--- src/rtl/pri_normalizer.sv ---
// Purpose : leading/trailing-one priority encoder and normalising shifter.
// Latency : 2 cycles (S1 captures the word, S2 holds the encoded result).
// Backpressure: valid/ready per stage; in_ready follows out_ready combinationally, bubbles collapse.
// Ports:
//   clk, rst_n              clock, async active-low reset
//   in_valid/in_ready       input handshake; in_data word, in_mode 0=MSB-first 1=LSB-first
//   out_valid/out_ready     output handshake
//   out_idx, out_cnt        found-one index and zero count from the searched end
//   out_norm, out_zero      normalised word, all-zero flag; out_mode echoes in_mode
module pri_normalizer #(
   parameter int WIDTH = 56,
   parameter int CNT_W = $clog2(WIDTH + 1)
) (
   input  logic             clk,
   input  logic             rst_n,
   input  logic             in_valid,
   output logic             in_ready,
   input  logic [WIDTH-1:0] in_data,
   input  logic             in_mode,
   output logic             out_valid,
   input  logic             out_ready,
   output logic [CNT_W-1:0] out_idx,
   output logic [CNT_W-1:0] out_cnt,
   output logic [WIDTH-1:0] out_norm,
   output logic             out_zero,
   output logic             out_mode
);

   // Tree depth and the power-of-two width the word is zero-padded to.
   localparam int LEVELS = $clog2(WIDTH);
   localparam int PW     = 1 << LEVELS;

   localparam logic [CNT_W-1:0] CNT_MAX  = CNT_W'(WIDTH - 1);
   localparam logic [CNT_W-1:0] CNT_ZERO = CNT_W'(WIDTH);

   // ---------------------------------------------------------------
   // Stage registers and advance logic
   // ---------------------------------------------------------------
   logic             s1_valid;
   logic [WIDTH-1:0] s1_data;
   logic             s1_mode;

   logic s2_adv;
   logic s1_adv;

   assign s2_adv   = !out_valid || out_ready;
   assign s1_adv   = !s1_valid || s2_adv;
   assign in_ready = s1_adv;

   // ---------------------------------------------------------------
   // Encoder (combinational, between S1 and S2)
   // ---------------------------------------------------------------
   logic [WIDTH-1:0]  rev_word;
   logic [WIDTH-1:0]  search_word;
   logic [PW-1:0]     win;
   logic [PW-1:0]     upper;
   logic [LEVELS-1:0] tree_idx;
   logic              enc_zero;
   logic [CNT_W-1:0]  enc_idx;
   logic [CNT_W-1:0]  enc_cnt;
   logic [WIDTH-1:0]  enc_norm;

   // Trailing-one search reuses the leading-one tree on the reversed word.
   always_comb begin
      rev_word = '0;
      for (int i = 0; i < WIDTH; i++) begin
         rev_word[i] = s1_data[WIDTH-1-i];
      end
   end

   assign search_word = s1_mode ? rev_word : s1_data;

   // Binary OR-reduction tree: at each level, if the upper half of the
   // current window holds any one, that half is kept and the index bit
   // for this level is set; otherwise the lower half is kept.
   always_comb begin
      win      = PW'(search_word);
      upper    = '0;
      tree_idx = '0;
      for (int lvl = LEVELS - 1; lvl >= 0; lvl--) begin
         upper = win >> (1 << lvl);
         if (|upper) begin
            tree_idx[lvl] = 1'b1;
            win           = upper;
         end else begin
            win = win & ~({PW{1'b1}} << (1 << lvl));
         end
      end
   end

   assign enc_zero = ~|s1_data;

   // Tree index r is the leading-one position of search_word. For mode 0
   // that is idx directly; for mode 1 the real trailing-one index is
   // WIDTH-1-r. In both modes the zero count from the searched end is
   // WIDTH-1-r.
   always_comb begin
      enc_idx  = '0;
      enc_cnt  = CNT_ZERO;
      enc_norm = '0;
      if (!enc_zero) begin
         enc_cnt = CNT_MAX - CNT_W'(tree_idx);
         enc_idx = s1_mode ? enc_cnt : CNT_W'(tree_idx);
         enc_norm = s1_mode ? (s1_data >> enc_cnt) : (s1_data << enc_cnt);
      end
   end

   // ---------------------------------------------------------------
   // S1: input capture
   // ---------------------------------------------------------------
   always_ff @(posedge clk or negedge rst_n) begin
      if (!rst_n) begin
         s1_valid <= 1'b0;
         s1_data  <= '0;
         s1_mode  <= 1'b0;
      end else if (s1_adv) begin
         s1_valid <= in_valid;
         if (in_valid) begin
            s1_data <= in_data;
            s1_mode <= in_mode;
         end
      end
   end

   // ---------------------------------------------------------------
   // S2: result registers drive the outputs directly
   // ---------------------------------------------------------------
   always_ff @(posedge clk or negedge rst_n) begin
      if (!rst_n) begin
         out_valid <= 1'b0;
         out_idx   <= '0;
         out_cnt   <= '0;
         out_norm  <= '0;
         out_zero  <= 1'b0;
         out_mode  <= 1'b0;
      end else if (s2_adv) begin
         out_valid <= s1_valid;
         if (s1_valid) begin
            out_idx  <= enc_idx;
            out_cnt  <= enc_cnt;
            out_norm <= enc_norm;
            out_zero <= enc_zero;
            out_mode <= s1_mode;
         end
      end
   end

endmodule

--- config.mk ---
export PLATFORM = sky130hd
export DESIGN_NAME = pri_normalizer
export DESIGN_NICKNAME = d
export VERILOG_FILES = /design/src/rtl/pri_normalizer.sv
export SDC_FILE = /design/constraint.sdc
export NUM_CORES = 1
export LEC_CHECK = 0
export BUFFER_PORTS_ARGS = -buffer_cell sky130_fd_sc_hd__buf_2
export CAP_MARGIN = 20
export CORE_AREA = 2 2 230 232
export CTS_CLUSTER_SIZE = 28
export DETAILED_ROUTE_END_ITERATION = 12
export DIE_AREA = 0 0 232 234
export GPL_TIMING_DRIVEN = 0
export HOLD_SLACK_MARGIN = 0.08
export PLACE_DENSITY = 0.51
export SLEW_MARGIN = 20
export SYNTH_ARGS = -nofsm -noshare
export SYNTH_HDL_FRONTEND = slang
export SYNTH_SLANG_ARGS = --single-unit
--- constraint.sdc ---
create_clock -name clk -period 5.19 [get_ports clk]
set_clock_uncertainty 0.1 [all_clocks]
set_input_delay 0 -clock clk [delete_from_list [all_inputs] [get_ports clk]]
set_output_delay 0 -clock clk [all_outputs]
set_load 0.01 [all_outputs]
==> impl_metrics.ini, run 1 <==
[finish]
nNetsFinal = 2224
final_cell_mix = 175 x nand2_1, 172 x buf_4, 140 x buf_2
final_common_cell = nand2_1
multi_input_area_um2 = 12400
instances_no_fill = 2865
final-seq-area_um2 = 3280
final_util_pct = 41.4
drive_gt1_share_pct = 45.9
area_growth_pct = 55.9
final.fill_count = 5305

[clock_network]
h-tree-depth = 4
cts_tree = built
cts_buffer_depth = 2
clkTransAtPathRegs_ps = 60
cts.sinks = 129
cts_root_buffer = clkbuf_16
clock_latency_ps = 500
numCtsBuffers = 17

[detailed_routing]
met2_length_um = 50300
drt-total-wl_um = 116000
drtAntennaViolNets = 0
dr.first_iter.drc_count = 2438
first_pass_iters = 6
maxUsedRoutingLayer = met5
wl_met1_um = 42600
vias_per_cell = 6.83
post_drt_wl_per_cell_um = 40.6
dr_wl_met3_um = 11100
via_count = 19600
drc = 0

[floorplanning]
die_area_um2 = 54300
std_cell_rows = 84
dieHeight_um = 234
io_pins = 133
start_util_pct = 26.6
coreArea_um2 = 52000
die_w_um = 232

[sta]
hold_violations = 0
period_needed_ps = 5320
fmax_ghz = 0.188
relSlewSlack_pct = 17.1
period_share_pct = 103
fin_setup_tns_ps = -974
hold_ws_ps = 164
tightest_slew_ps = 1240
setup_viol = 17
drv_slew = 0
rsz0062_at_grt = true
worst_slack_ps = -135

[setup_path]
r2r_setup_slack_ps = -130
crit_path_end_kind = flop
reg2regPathDepth = 18
critPathRequiredTime_ps = 5480
critical_path_class = reg -> reg
cp_max_fo = 10
timing.rr.end = out_norm[33]
arrival_ps = 5610
r2r_start = s1_data[8]
start_kind = flop

[synth]
ys_async_sr_fraction_pct = 100
yosys_most_used_dff = dfrtp_1
syn_nets = 1850
syn_area_um2 = 13800
synth_edf_count = 0
ys_types = 100
ys_seq_area_share_pct = 23.4
synth_top_area_share_pct = 23.4
ys_ff_latch = 129
synth_area_per_cell_um2 = 7.73
postSynthCellCount = 1788
yosysWarnings = 0
yosys-top-cells-area = dfrtp_1 23%, mux2_2 6.7%, nand2_1 5.3%, a21oi_1 5.3%, mux2i_1 5.3%
yosysTopAreaCell = dfrtp_1

[power]
p_int_mw = 4.90
total_power_mw = 10.9
seq_power_share_pct = 15.0
combPwrFrac_pct = 73.6
ir_drop_mv = 0.229
p_leak_nw = 8.37
switchingPower_mw = 5.95
power.density_nw_per_um2 = 504
switching_share_pct = 54.9
clkPwrFrac_pct = 11.3

[global_routing]
grt_pass1_vias = 18400
antenna_found_initial = 6
track_usage_pct = 42.2
grt_max_degree = 81
overflow = 0
grt_pass1_wl_um = 157000

[min_path]
hp-start = in_data[42]
min_delay_path_depth = 3
min-delay-path-class = in -> reg
min_to = s1_data[42]

[job]
cap_violations = 0

[placed_design]
gp_congestion = 1.10
placedCellCount = 2609
place_hpwl_um = 88000
numPortBuffers = 132

[run_status]
violations = setup timing
status = finished, violations left
==> registers in the layout, summed over array words and instances (netlist names), 6 cells and up <==
name	count
out_idx	6
out_norm	56
s1_data	56
out_cnt	6
==> kinds of logic after synthesis <==
logic type / Yosys count / share of synthesized area (%)
multiplexers: 159 / 12.4
buffers and inverters: 205 / 6.49
flip-flops: 129 / 23.4
AO/OA/AOI/OAI: 749 / 39.2
AND/OR/NAND/NOR: 541 / 18.3
adder cells (fa/ha/maj): 1 / 0.0905
XOR/XNOR: 4 / 0.253
==> area by class of cell <==
type	count	share of cell area (%)
inverters	25	0.540
diodes	2	0.0232
clock buffers	19	2.06
repair buffers	379	13.8
well taps	688	4.00
multi-input cells	1455	57.7
plain buffers	155	6.10
flip-flops and latches	129	15.2
clock inverters	13	0.604
==> routing by layer <==
layer  vias up  global-route usage, %
met2      1638                   64.6
li1       7743                      -
met1      9601                   48.7
met5         -                  0.714
met4         2                   36.5
met3       597                   11.7
==> metrics by stage <==
| stage | instance area, um^2 | setup slack [ps] |
|---|---|---|
| 2_1_floorplan | 13800 | 62.3 |
| 3_3_place_gp | 15300 | -3840 |
| 3_5_place_dp | 15400 | -3720 |
| 4_1_cts | 19600 | 0.131 |
| 5_1_grt | 21500 | -179 |
| 6_report | 21500 | -135 |
==> power by group through the flow <==
stage          Clock, mW  Sequential [mW]  Combinational, mW
3_3_place_gp           0             1.59               5.61
4_1_cts             1.24             1.68               6.68
3_5_place_dp           0             1.60               5.52
6_report            1.23             1.63               7.99
2_1_floorplan          0             1.60               2.86
5_1_grt             1.29             1.65               8.05
==> how the worst max path moves through the flow <==
stage | depth (start not counted) | start | end
global route | 19 | s1_data[41] | out_norm[33]
CTS | 19 | s1_data[35] | out_norm[2]
detailed placement | 22 | s1_data[52] | out_norm[0]
floorplan | 21 | s1_data[48] | out_norm[0]
global placement | 22 | s1_data[52] | out_norm[1]
finish | 18 | s1_data[8] | out_norm[33]
==> critical path, cell delays in order, from the launching register on <==
cell	delay, ps
dfrtp_2	530
nor3_1	100
and3b_2	240
buf_4	150
a311o_1	390
a211oi_4	520
a41oi_2	270
o211ai_1	400
o211a_4	270
a31o_4	170
nor2_8	60
buf_12	150
buf_4	210
o211a_1	260
nor4_4	570
o221ai_2	250
mux2_4	340
o21ai_4	140
o21ai_2	70
==> cells in the mapped netlist (9+ instances only) <==
library cell,count
a22oi_1,33
nand2_1,197
nor2_1,126
o21ai_1,51
o211a_1,12
a221o_1,13
a311oi_1,10
and3_1,15
buf_1,12
clkbuf_1,117
a31oi_1,31
o221ai_1,17
a311o_1,11
a221oi_1,47
o211ai_1,37
nand2b_1,11
mux2i_1,73
mux2_2,82
buf_2,35
a21oi_1,147
nor4_1,11
o21ai_0,71
a2bb2oi_1,9
nand3_1,62
nor3_1,41
and2_1,22
or3_1,15
a211oi_1,39
dfrtp_1,129
a22o_1,20
a21o_1,16
inv_1,22
o21a_1,13
o22ai_1,41
==> timing repair <==
action                                  in CTS  in global routing
pin swaps                                   63                 99
cloned                                       3                  3
hold buffers                                63                  0
endpoints found under the setup margin      67                 56
buffers inserted                            95                 84
gates resized for setup                    564                273
endpoints found under the hold margin      188                  0
No activity file was read; power rests on OpenSTA's default activity.
==> run 2, diff against run 1 <==
--- a/config.mk
+++ b/config.mk
@@ -11,7 +11,6 @@
 export CTS_CLUSTER_SIZE = 28
 export DETAILED_ROUTE_END_ITERATION = 12
 export DIE_AREA = 0 0 232 234
-export GPL_TIMING_DRIVEN = 0
 export HOLD_SLACK_MARGIN = 0.08
 export PLACE_DENSITY = 0.51
 export SLEW_MARGIN = 20
==> constraint.sdc (replaced) <==
create_clock -name clk -period 5.19 [get_ports clk]
set_clock_uncertainty 0.1 [all_clocks]
set_input_delay 0.519 -clock clk [delete_from_list [all_inputs] [get_ports clk]]
set_output_delay 0.519 -clock clk [all_outputs]
set_load 0.01 [all_outputs]
==> impl_metrics.ini, run 2 (synthesis gave the netlist of run 1 again) <==
[global_routing]
antenna_found_initial = 0
grt_pass1_wl_um = 132000
grt_max_degree = 64
grt_pass1_vias = 18300
overflow = 0
track_usage_pct = 34.0

[setup_path]
start_kind = flop
r2r_start = s1_data[36]
critical_path_class = reg -> reg
timing.rr.end = out_norm[44]
cp_slowest_cell = nor4_1
r2r_setup_slack_ps = 70
arrival_ps = 5400
cp_slowest_stage_delay_ps = 510
reg2regPathDepth = 18
crit_path_end_kind = flop
crit_chain = nor4_1 -> and3_2 -> a311o_1 -> a222oi_1 -> buf_4 -> and2_2 -> a31o_4 -> a211o_4 -> a31o_4 -> buf_12 -> buf_4 -> o21ai_4 -> nand2_1 -> a2bb2oi_2 -> a31oi_2 -> o211a_1 -> o2111a_1 -> a221o_1
critPathRequiredTime_ps = 5470
cp_max_fo = 13

[power]
combPwrFrac_pct = 71.9
clkPwrFrac_pct = 13.1
seq_power_share_pct = 15.0
switchingPower_mw = 5.00
p_int_mw = 5.27
power.density_nw_per_um2 = 490
switching_share_pct = 48.7
ir_drop_mv = 0.304
p_leak_nw = 9.23

[finish]
area_growth_pct = 51.5
largestRegisters = out_norm: 56 flops, s1_data: 56 flops
drive_gt1_share_pct = 43.9
final_cell_mix = 591 x buf_4, 194 x nand2_1, 132 x a21oi_1, 132 x buf_2, 128 x dfrtp_1
final_common_cell = buf_4
antennaDiodeCount = 0
final-seq-area_um2 = 3230
final.fill_count = 5408
nNetsFinal = 2448
multi_input_area_um2 = 10400

[sta]
relSlewSlack_pct = 41.8
drv_slew = 0
worst_slack_ps = 66.4
rsz0062_at_grt = true
tightest_slew_ps = 870
period_share_pct = 98.7
period_needed_ps = 5120
fin_setup_tns_ps = 0
hold_violations = 0
setup_viol = 0
fmax_ghz = 0.195

[placed_design]
place_hpwl_um = 74500
numPortBuffers = 132
pre_cts_ws_ps = -396
gp_congestion = 1.07

[clock_network]
clock_latency_ps = 500
h-tree-depth = 4
cts_buffer_depth = 2
cts.sinks = 129
clkTransAtPathRegs_ps = 70
cts_tree = built
numCtsBuffers = 17
cts_root_buffer = clkbuf_16

[floorplanning]
io_pins = 133
die_w_um = 232
dieHeight_um = 234
std_cell_rows = 84
start_util_pct = 26.6
die_area_um2 = 54300
coreArea_um2 = 52000

[detailed_routing]
drt-total-wl_um = 94100
first_pass_iters = 6
drtAntennaViolNets = 0
vias_per_cell = 6.13
post_drt_wl_per_cell_um = 30.5
dr.first_iter.drc_count = 2478
via_count = 18900
drc = 0

[min_path]
hp-start = in_valid
min_delay_path_depth = 2
min-delay-path-class = in -> reg
min_to = s1_valid

[run_status]
status = complete, no violations

[job]
cap_violations = 0
[run 2: cell count changes in the layout (fill, tap and decap cells not counted), moves of 30 or more]
cell / delta
buf_4: +419
dlygate4sd3_1: -61
clkbuf_1: -47
dfrtp_1: +34
dfrtp_2: -32
nor2_1: +30
[run 2: what timing repair did]
| action | CTS | global route |
|---|---|---|
| hold buffers | 1 | 0 |
| cloned | 2 | 3 |
| gates resized for setup | 25 | 136 |
| pin swaps | 5 | 23 |
| buffers inserted | 4 | 21 |
| setup endpoints to repair | 35 | 56 |
| hold endpoints to repair | 20 | 0 |
[run 2: per-stage QoR]
step                      std cells  utilization [%]  hold WS, ps  cell area (um^2)  power (mW)
after floorplan                1788                -          123             13800        4.46
after global placement         3024             37.1          274             19300        8.23
after detailed placement       3024             37.1          275             19300        8.22
after CTS                      3063             38.6          119             20100        9.66
after global routing           3087             40.3          140             20900        10.6
final                          3087             40.3          149             20900        10.3
[run 2: worst max path at each step]
stage | from | end | cells past startpoint
6_report | s1_data[36] | out_norm[44] | 18
5_1_grt | s1_data[48] | out_norm[23] | 23
4_1_cts | s1_data[5] | out_norm[11] | 22
3_5_place_dp | s1_data[34] | out_norm[23] | 16
3_3_place_gp | s1_data[33] | out_norm[23] | 16
2_1_floorplan | s1_data[48] | out_norm[0] | 21
[run 2: final cells by class]
type / count / share of cell area [%]
Inverter: 25 / 0.472
Sequential cell: 129 / 15.4
Clock inverter: 15 / 0.986
Tap cell: 688 / 4.11
Timing Repair Buffer: 757 / 27.2
Multi-Input combinational cell: 1456 / 49.7
Clock buffer: 17 / 2.03
[run 2: per-layer routing]
layer  global-route usage [%]  part of all wire, %  wire length, um  vias to the layer above
met3                     6.25                  8.0             7520                      305
met4                     21.9                  7.2             6820                        0
met1                     42.0                   40            37400                     9260
met5                        0                    0                0                        -
met2                     54.6                   45            42300                     1178
li1                         -                    -                -                     8176
[run 2: critical path: cells and delay by family, from the launching register on]
family	cells	cell delay, ps
flip-flops	1	380
AO/OA/AOI/OAI	11	2670
buffers and inverters	3	490
AND/OR/NAND/NOR	4	1360
[run 2: power groups by stage]
stage,combinational (mW),clock (mW),sequential (mW)
final,7.38,1.34,1.54
after global routing,7.64,1.41,1.57
after CTS,6.75,1.38,1.54
after detailed placement,6.67,0,1.55
after global placement,6.69,0,1.54
after floorplan,2.86,0,1.60
